$ cat config.mk
export PLATFORM = sky130hd
export DESIGN_NAME = keypad_matrix_scanner
export DESIGN_NICKNAME = d
export VERILOG_FILES = /design/src/rtl/keypad_matrix_scanner.sv
export SDC_FILE = /design/constraint.sdc
export NUM_CORES = 1
export LEC_CHECK = 0
export ABC_AREA = 1
export CAP_MARGIN = 20
export CELL_PAD_IN_SITES_DETAIL_PLACEMENT = 1
export CELL_PAD_IN_SITES_GLOBAL_PLACEMENT = 1
export CORE_MARGIN = 1.5
export CORE_UTILIZATION = 44
export DETAILED_ROUTE_END_ITERATION = 7
export PLACE_DENSITY_LB_ADDON = 0.05
export SKIP_LAST_GASP = 1
export SLEW_MARGIN = 25
export SYNTH_ARGS = -nofsm -noshare
export SYNTH_HDL_FRONTEND = slang
export SYNTH_SLANG_ARGS = --single-unit
$ cat constraint.sdc
create_clock -name clk -period 3.9 [get_ports clk]
set_clock_uncertainty 0.15 [all_clocks]
set_input_delay 0.585 -clock clk [delete_from_list [all_inputs] [get_ports clk]]
set_output_delay 0.585 -clock clk [all_outputs]
set_load 0.005 [all_outputs]
$ cat src/rtl/keypad_matrix_scanner.sv
`timescale 1ns/1ps
// keypad_matrix_scanner
//
// Scans a ROWS x COLS key matrix one column at a time. Each column is driven
// low for SETTLE cycles, then the active-low rows are sampled into a raw frame.
// After the last column the whole frame is debounced: once DEBOUNCE
// consecutive identical frames have been seen and the frame differs from the
// debounced key map, the map is updated and every changed key is walked in
// index order (column-major), pushing press/release events into a small FIFO.
//
// Ports:
//   clk       system clock
//   rstn      asynchronous active-low reset
//   col_oe    per-column output enable; 1 = pad drives that column low
//   row_in    raw row levels (pulled up); 0 = key closed on driven column
//   ev_valid  event available at FIFO head (registered)
//   ev_ready  consumer accepts the head event when ev_valid & ev_ready
//   ev_press  head event polarity, 1 = press, 0 = release (registered)
//   ev_code   head event key {row index, column index} (registered)
//   key_map   debounced key state, bit c*ROWS+r set when key (r,c) is down
//   multi     two or more keys down in key_map (one cycle behind key_map)
//   overflow  sticky: an event was dropped because the FIFO was full
//   clr_ovf   single-cycle clear of overflow
module keypad_matrix_scanner #(
  parameter  int ROWS       = 5,
  parameter  int COLS       = 5,
  parameter  int SETTLE     = 4,
  parameter  int DEBOUNCE   = 3,
  parameter  int FIFO_DEPTH = 4,
  localparam int RW         = (ROWS > 1) ? $clog2(ROWS) : 1,
  localparam int CW         = (COLS > 1) ? $clog2(COLS) : 1
) (
  input  logic                 clk,
  input  logic                 rstn,
  output logic [COLS-1:0]      col_oe,
  input  logic [ROWS-1:0]      row_in,
  output logic                 ev_valid,
  input  logic                 ev_ready,
  output logic                 ev_press,
  output logic [RW+CW-1:0]     ev_code,
  output logic [ROWS*COLS-1:0] key_map,
  output logic                 multi,
  output logic                 overflow,
  input  logic                 clr_ovf
);

  localparam int NK   = ROWS * COLS;
  localparam int IW   = (NK > 1) ? $clog2(NK) : 1;
  localparam int SW   = (SETTLE > 1) ? $clog2(SETTLE) : 1;
  localparam int DW   = $clog2(DEBOUNCE + 1);
  localparam int AW   = $clog2(FIFO_DEPTH);
  localparam int CNTW = AW + 1;
  localparam int EW   = 1 + RW + CW;

  typedef enum logic [1:0] {
    S_DRIVE  = 2'd0,
    S_SAMPLE = 2'd1,
    S_EVAL   = 2'd2,
    S_EMIT   = 2'd3
  } state_t;

  // True when more than one bit of v is set: clearing the lowest set bit
  // leaves something behind.
  function automatic logic more_than_one(input logic [NK-1:0] v);
    return |(v & (v - NK'(1)));
  endfunction

  state_t          state, state_next;
  logic [CW-1:0]   col, col_next;
  logic [SW-1:0]   settle, settle_next;
  logic [IW-1:0]   idx, idx_next;
  logic [RW-1:0]   erow, erow_next;
  logic [COLS-1:0] col_oe_next;

  logic [NK-1:0]   raw, prev, diff;
  logic [DW-1:0]   stable_cnt, stable_upd;
  logic            take_frame;

  logic            push;
  logic [EW-1:0]   push_entry;

  // Debounce counter value as it will be after this EVAL cycle; the EMIT
  // decision uses the updated count, not the registered one.
  always_comb begin
    stable_upd = stable_cnt;
    if (raw != prev) begin
      stable_upd = '0;
    end else if (stable_cnt != DW'(DEBOUNCE)) begin
      stable_upd = stable_cnt + DW'(1);
    end
  end

  assign take_frame = (stable_upd >= DW'(DEBOUNCE)) && (raw != key_map);

  // key_map already holds the new state while EMIT runs, so its bit is the
  // event polarity. col doubles as the column index of the walk.
  assign push_entry = {key_map[idx], erow, col};

  always_comb begin
    state_next  = state;
    col_next    = col;
    settle_next = settle;
    idx_next    = idx;
    erow_next   = erow;
    push        = 1'b0;
    col_oe_next = '0;
    unique case (state)
      S_DRIVE: begin
        if (settle == SW'(SETTLE - 1)) begin
          settle_next = '0;
          state_next  = S_SAMPLE;
        end else begin
          settle_next = settle + SW'(1);
        end
      end
      S_SAMPLE: begin
        if (col == CW'(COLS - 1)) begin
          col_next   = '0;
          state_next = S_EVAL;
        end else begin
          col_next   = col + CW'(1);
          state_next = S_DRIVE;
        end
      end
      S_EVAL: begin
        col_next   = '0;
        idx_next   = '0;
        erow_next  = '0;
        state_next = take_frame ? S_EMIT : S_DRIVE;
      end
      S_EMIT: begin
        push = diff[idx];
        if (idx == IW'(NK - 1)) begin
          state_next = S_DRIVE;
          col_next   = '0;
          idx_next   = '0;
          erow_next  = '0;
        end else begin
          idx_next = idx + IW'(1);
          if (erow == RW'(ROWS - 1)) begin
            erow_next = '0;
            col_next  = col + CW'(1);
          end else begin
            erow_next = erow + RW'(1);
          end
        end
      end
      default: state_next = S_DRIVE;
    endcase
    // col_oe is registered from the next state so it lines up with the state
    // it belongs to and stays glitch-free at the pads.
    for (int c = 0; c < COLS; c++) begin
      col_oe_next[c] = ((state_next == S_DRIVE) || (state_next == S_SAMPLE)) &&
                       (col_next == CW'(c));
    end
  end

  always_ff @(posedge clk or negedge rstn) begin
    if (!rstn) begin
      state  <= S_DRIVE;
      col    <= '0;
      settle <= '0;
      idx    <= '0;
      erow   <= '0;
      col_oe <= '0;
    end else begin
      state  <= state_next;
      col    <= col_next;
      settle <= settle_next;
      idx    <= idx_next;
      erow   <= erow_next;
      col_oe <= col_oe_next;
    end
  end

  // ---- frame capture / debounce stage ----
  always_ff @(posedge clk or negedge rstn) begin
    if (!rstn) begin
      raw        <= '0;
      prev       <= '0;
      stable_cnt <= '0;
      key_map    <= '0;
      multi      <= 1'b0;
    end else begin
      if (state == S_SAMPLE) begin
        for (int c = 0; c < COLS; c++) begin
          if (col == CW'(c)) begin
            raw[c*ROWS +: ROWS] <= ~row_in;
          end
        end
      end
      if (state == S_EVAL) begin
        stable_cnt <= stable_upd;
        prev       <= raw;
        if (take_frame) begin
          key_map <= raw;
        end
      end
      multi <= more_than_one(key_map);
    end
  end

  // Change mask for the EMIT walk; only meaningful after an EVAL that took a
  // frame, so it needs no reset.
  always_ff @(posedge clk) begin
    if ((state == S_EVAL) && take_frame) begin
      diff <= raw ^ key_map;
    end
  end

  // ---- event FIFO stage ----
  logic [EW-1:0]   mem [FIFO_DEPTH];
  logic [AW-1:0]   wr_ptr, wr_ptr_next, rd_ptr, rd_ptr_next;
  logic [CNTW-1:0] count, count_next;
  logic            pop, full, push_ok, drop;
  logic [EW-1:0]   head_next;

  always_comb begin
    pop         = ev_valid & ev_ready;
    full        = (count == CNTW'(FIFO_DEPTH));
    // A pop in the same cycle frees the slot, so a full FIFO still accepts.
    push_ok     = push & (~full | pop);
    drop        = push & full & ~pop;
    wr_ptr_next = push_ok ? wr_ptr + AW'(1) : wr_ptr;
    rd_ptr_next = pop ? rd_ptr + AW'(1) : rd_ptr;
    count_next  = count + CNTW'(push_ok) - CNTW'(pop);
    // The entry being written this cycle becomes the head when the FIFO is
    // (or is about to be) empty; bypass it since mem is not yet updated.
    if (push_ok && (rd_ptr_next == wr_ptr)) begin
      head_next = push_entry;
    end else begin
      head_next = mem[rd_ptr_next];
    end
  end

  always_ff @(posedge clk) begin
    if (push_ok) begin
      mem[wr_ptr] <= push_entry;
    end
  end

  always_ff @(posedge clk or negedge rstn) begin
    if (!rstn) begin
      wr_ptr   <= '0;
      rd_ptr   <= '0;
      count    <= '0;
      ev_valid <= 1'b0;
      ev_press <= 1'b0;
      ev_code  <= '0;
      overflow <= 1'b0;
    end else begin
      wr_ptr              <= wr_ptr_next;
      rd_ptr              <= rd_ptr_next;
      count               <= count_next;
      ev_valid            <= (count_next != '0);
      {ev_press, ev_code} <= head_next;
      // A drop in the same cycle as clr_ovf keeps the flag set.
      overflow            <= drop | (overflow & ~clr_ovf);
    end
  end

endmodule

[Word level (Yosys, flattened, before mapping)]
Memories as Yosys holds them, arrays and structs flattened. A register that Yosys moved wholly into a read port is not among the register bits.
Index checks and enable logic that the tools add are counted.
Storage, ports and cells
  bits in registers: 132
  RAM bits: 28
  bits of input ports: 9
  output and inout port bits: 40
  logic and storage cells: 113
  memories kept: 1
Operators by class
  add/sub/neg operators: 10
  order comparisons: 2
  eq/ne operators: 19
  muxes and demuxes: 25
  bitwise gates (word level): 13
  reductions and logical operators: 22
Memory list
  mem: words 4, width 7, read ports 1, clocked after Yosys merged registers in 1, write ports 1, RTL line 212  | logic [EW-1:0] mem [FIFO_DEPTH];
Operators with widths (count)
  $ne 25x25->1: 2
  $and 25x25->25: 1
  $reduce_or 25->1: 1
  $sub 25x1->25 const B: 1
  $xor 25x25->25: 1
  $mux 2: 8
  $mux 3: 5
  $eq 3x2->1 const B: 4
  $eq 3x3->1 const B: 4
  $reduce_and 2->1: 6
  $bmux 1 s5: 2
  $pmux 5 s2: 1
  $pmux 3 s3: 1
  $add 2x1->2 const B: 4
  $pmux 2 s4: 1
  $logic_and 1x1->1: 7
  $add 3x1->3 const B: 2
  $eq 2x2->1 const B: 3
  $eq 3x1->1 const B: 2
  $logic_not 3->1: 2
  $lt 5x6->1 const B: 1
  $pmux 3 s2: 1
  $add 5x1->5 const B: 1
  $and 1x1->1: 5
  16 further kinds: 25

[Longest topological paths before layout]
  word-level depth: 10
  depth in mapped cells: 16
  mapped depth without buffers: 16

[Least setup slack after synthesis]
OpenSTA, ideal clock, no wires.
  path type: flip-flop to flip-flop
  from: register idx[1]
  to: register ev_valid
  setup time: 131 ps
  arrival time: 2593 ps
  required time: 3619 ps
  path slack: 1026 ps
  cell stages (with the launch flop): 17
  path buffers: 2
  clock period less this slack: 2874 ps
  path through: dfrtp_1 > buf_2 > inv_2 > buf_4 > nand2_1 > nand3_1 > nand3_1 > nand2_1 > nand2_1 > nor2_2 > nand2_1 > ha_1 > inv_1 > ha_1 > fa_1 > xor2_1 > or3_1
On the way
  cells in the longest elaborated chain, start to end: 7
RTL lines
  from (decl): RTL line 71  | logic [IW-1:0] idx, idx_next;
  from (signal assigned): RTL line 170  | idx <= idx_next;
  $bmux 1 s5: RTL line 132  | push = diff[idx];
  $mux 1 (not written as such): RTL line 132
  $mux 1: RTL line 107  | unique case (state)
  $and 1x1->1: RTL line 222  | push_ok = push & (~full | pop);
  $add 3x1->3: RTL line 226  | count_next = count + CNTW'(push_ok) - CNTW'(pop);
  $sub 3x1->3: RTL line 226
  net count_next[2]: RTL line 214  | logic [CNTW-1:0] count, count_next;
  $reduce_bool 3->1: RTL line 255  | ev_valid <= (count_next != '0);
  to (signal assigned): RTL line 255
  to (decl): RTL line 37  | output logic ev_valid,
The timed path passes the listed nets, and every way through them passes these cells. The select of a mux whose other input is x is not followed.
A chain may end at the register's enable or synchronous reset.

[Final worst setup path]
  from: register idx[0]
  to: register ev_valid
Same word-level chain as after synthesis.

==> metrics.md <==
| Metric | Value |
|---|---|
| Outcome | `finished, final reports clean` |
| Post-CTS setup buffers | `0` |
| Grt ovf | `0` |
| Die Span Y | `142.4 um` |
| Logic depth of the worst path, buffers included | `16` |
| Total clock sinks | `167` |
| Critical Path, Cell by Cell | `inv_2 > nand2_1 > nand2_1 > nand2_1 > nand3_1 > nand2_1 > nor2_1 > nor2_1 > nor2_2 > nand2_1 > ha_1 > inv_1 > ha_1 > fa_1 > xor2_1 > or3_1` |
| Most frequent cells after synthesis | `nand2_1, dfrtp_1, nor2_1` |
| Worst-Margin Slew | `0.8479 ns` |
| Clk buf depth | `2` |
| Die area | `20280 sq um` |
| CP Buf/Inv Count | `2` |
| Post-synth top area share | `0.3337` |
| Critical path's top delay family | `simple AND/OR/NAND/NOR gates` |
| Multi-input logic area | `3455 sq um` |
| CP arrival | `3.43 ns` |
| Setup crit start kind | `register` |
| Synth Area in Adders | `0.02576` |
| Vias in the first global route | `7111` |
| Synth Register Bits | `167` |
| Synth top area cells | `dfrtp_1, edfxtp_1, nand2_1` |
| Worst EP required | `4.06 ns` |
| Layout cells sized above 1 | `0.1330` |
| Initial DRT Pass Iterations | `5` |
| # IOs | `49` |
| CTS tree | `built` |
| Relative max-transition margin | `0.4347` |
| Class of the worst hold path | `in -> async` |
| Final setup viols | `0` |
| Root Buffer | `clkbuf_16` |
| FF-to-FF Start | `idx[0]` |
| YS warnings | `0` |
| FP Rows | `50` |
| P_leak | `4.715 nW` |
| Fin crit period | `3.271 ns` |
| Final slew viol count | `0` |
| Met1 usage | `0.3840` |
| Synth Cell Area | `8549 sq um` |
| Syn Area/Cell | `8.407 sq um` |
| Pwr dens | `429.2 nW/um^2` |
| Asr flop ratio synth | `0.6826` |
| Setup ws final | `0.6293 ns` |
| Clock-pin slew on the worst setup and hold paths | `0.07 ns` |
| PostCTS Resize Cnt | `0` |
| Post-synth EDFFs | `53` |
| R2R setup slack | `0.63 ns` |
| Post-synthesis sequential area ratio | `0.5198` |
| Routability Congestion | `0.8339` |
| Routed WL | `24.72 mm` |
| # diodes | `0` |
| R2R cell count | `16` |
| Post-synthesis mux area share | `0` |
| Syn Nets | `1043` |
| I/O Buffers | `48` |
| Post-Synth Simple-Gate Area | `0.2595` |
| Drt wl/cell | `18.41 um` |
| Vias/cell | `5.150` |
| Vias | `6916` |
| H-tree Lvls | `4` |
| Most common cell in the synthesized netlist | `nand2_1` |
| CP max-delay cell | `dfrtp_1` |
| Area of the core | `18890 sq um` |
| Reg area | `4444 sq um` |
| Residual DRC count | `0` |
| Most Crowded Layer GR | `met2` |
| Fin. Hold Viols | `0` |
| Ys flop type | `dfrtp_1` |
| Synth Area in Compound Gates | `0.09644` |
| Total negative slack | `0 ns` |
| Max Cap Viol | `0` |
| Crit Path Max Fanout | `24` |
| Initial DRC count | `380` |
| CP Class | `reg -> reg` |
| FMAX | `305.7 MHz` |
| Largest net degree at the start of global routing | `51` |
| Routing usage on met2 | `0.3977` |
| Place WS | `0.6390 ns` |
| Syn-to-layout area delta | `15.40%` |
| Synth Area in XOR/XNOR | `0.02239` |
| Crit. Startpoint | `idx[0]` |
| Yosys cell types | `41` |
| Synth Instances | `1017` |
| Global-route wire length before repair | `39.50 mm` |
| RSZ-0062 raised after global routing | `false` |
| Main combinational cell family by area after synthesis | `simple AND/OR/NAND/NOR gates` |
| Max IR drop VDD | `289.7 uV` |
| Crit share post-route | `0.8386` |
| GRT Resource Usage Total | `0.2609` |
| Met3 Use GR | `0.04374` |
| Initial core utilization | `0.4525` |
| TritonCTS buffer count | `17` |
| Hold WS | `0.01774 ns` |
| Yosys top cell by area | `dfrtp_1` |
| Fillers | `2297` |
| Worst r2r dst | `ev_valid` |
| Initial antenna violation count | `0` |
| Nets | `1096` |
| Crit. End Element | `register` |
| Critical Path End | `ev_valid` |
| CP peak stage delay | `0.40 ns` |
| Hold Buf Count CTS | `0` |
| Clk_lat worst skew | `0.44 ns` |
| Crit path top cell by count | `nand2_1` |
| Die Span X | `142.4 um` |
| Hpwl dp | `18.50 mm` |
| Routed Antenna Nets | `0` |
[worst min path at each step]
| stage | end | slack (ns) | depth (start not counted) |
|---|---|---|---|
| floorplan | col[0] | 0.14 | 0 |
| global placement | settle[0] | 0.31 | 1 |
| CTS | key_map[10] | 0.02 | 1 |
| finish | key_map[10] | 0.02 | 1 |
| global route | key_map[9] | 0.06 | 1 |
| detailed placement | settle[0] | 0.34 | 1 |
[sequential cells by signal, summed over array words and instances (netlist names), 5 cells and up]
signal / cells
col_oe: 5
mem: 28
key_map: 25
raw: 25
diff: 25
ev_code: 6
prev: 25
idx: 5
[placed cells by master, fill, tap and decap left out, drive strengths merged]
| cell | netlist | layout |
|---|---|---|
| o2111ai | 1 | 1 |
| clkbuf | 6 | 19 |
| nand4 | 16 | 16 |
| nand3 | 51 | 51 |
| clkinv | 1 | 4 |
| or2 | 2 | 2 |
| a22oi | 1 | 1 |
| a22o | 1 | 1 |
| o21ai | 116 | 116 |
| ha | 16 | 16 |
| a21oi | 3 | 3 |
| nor2 | 107 | 107 |
| buf | 18 | 11 |
| dfrtp | 114 | 114 |
| nand2 | 342 | 342 |
| or3 | 1 | 1 |
| clkinvlp | 0 | 3 |
| xnor2 | 14 | 14 |
| fa | 1 | 1 |
| nand3b | 1 | 1 |
| o31ai | 1 | 1 |
| and2 | 1 | 1 |
| clkdlybuf4s50 | 0 | 47 |
| o22ai | 12 | 12 |
| nor3 | 1 | 1 |
| inv | 130 | 137 |
| xor2 | 7 | 7 |
| edfxtp | 53 | 53 |
[per-layer routing]
metal	share of wire	wire (um)	vias to the layer above
met5	0	0	-
met4	0.014	342	0
met3	0.036	885	26
met2	0.45	11040	125
met1	0.50	12450	3406
li1	-	-	3359
[through the flow]
step | power (mW) | area, sq um | utilization | std cells
after detailed placement | 2.604 | 9281 | 0.4913 | 1311
after global routing | 4.434 | 9866 | 0.5222 | 1343
after global placement | 2.571 | 9281 | 0.4913 | 1311
after floorplan | 2.345 | 8549 | - | 1017
final | 4.234 | 9866 | 0.5222 | 1343
after CTS | 4.282 | 9866 | 0.5222 | 1343
[report_power, final]
group          switching, mW  internal [mW]  total, mW
registers             0.0642           1.89       1.95
logic                  0.378          0.232      0.610
clock network          0.787          0.884       1.67
[cells by family after synthesis]
family,count (synthesis)
and+or+nand+nor,522
AOI/OAI and AO/OA,135
DFF,167
xor gates and xnor gates,21
adders and majority gates,17
buffers and inverters,155
[cell type report]
class / count / area share
clock buffer: 19 / 0.04604
clock inverter: 13 / 0.01319
inverter: 131 / 0.04984
multi-input combinational: 695 / 0.3502
sequential: 167 / 0.4505
tap: 260 / 0.03297
timing repair buffer: 58 / 0.05732
Power figures use the tool's default switching activity.
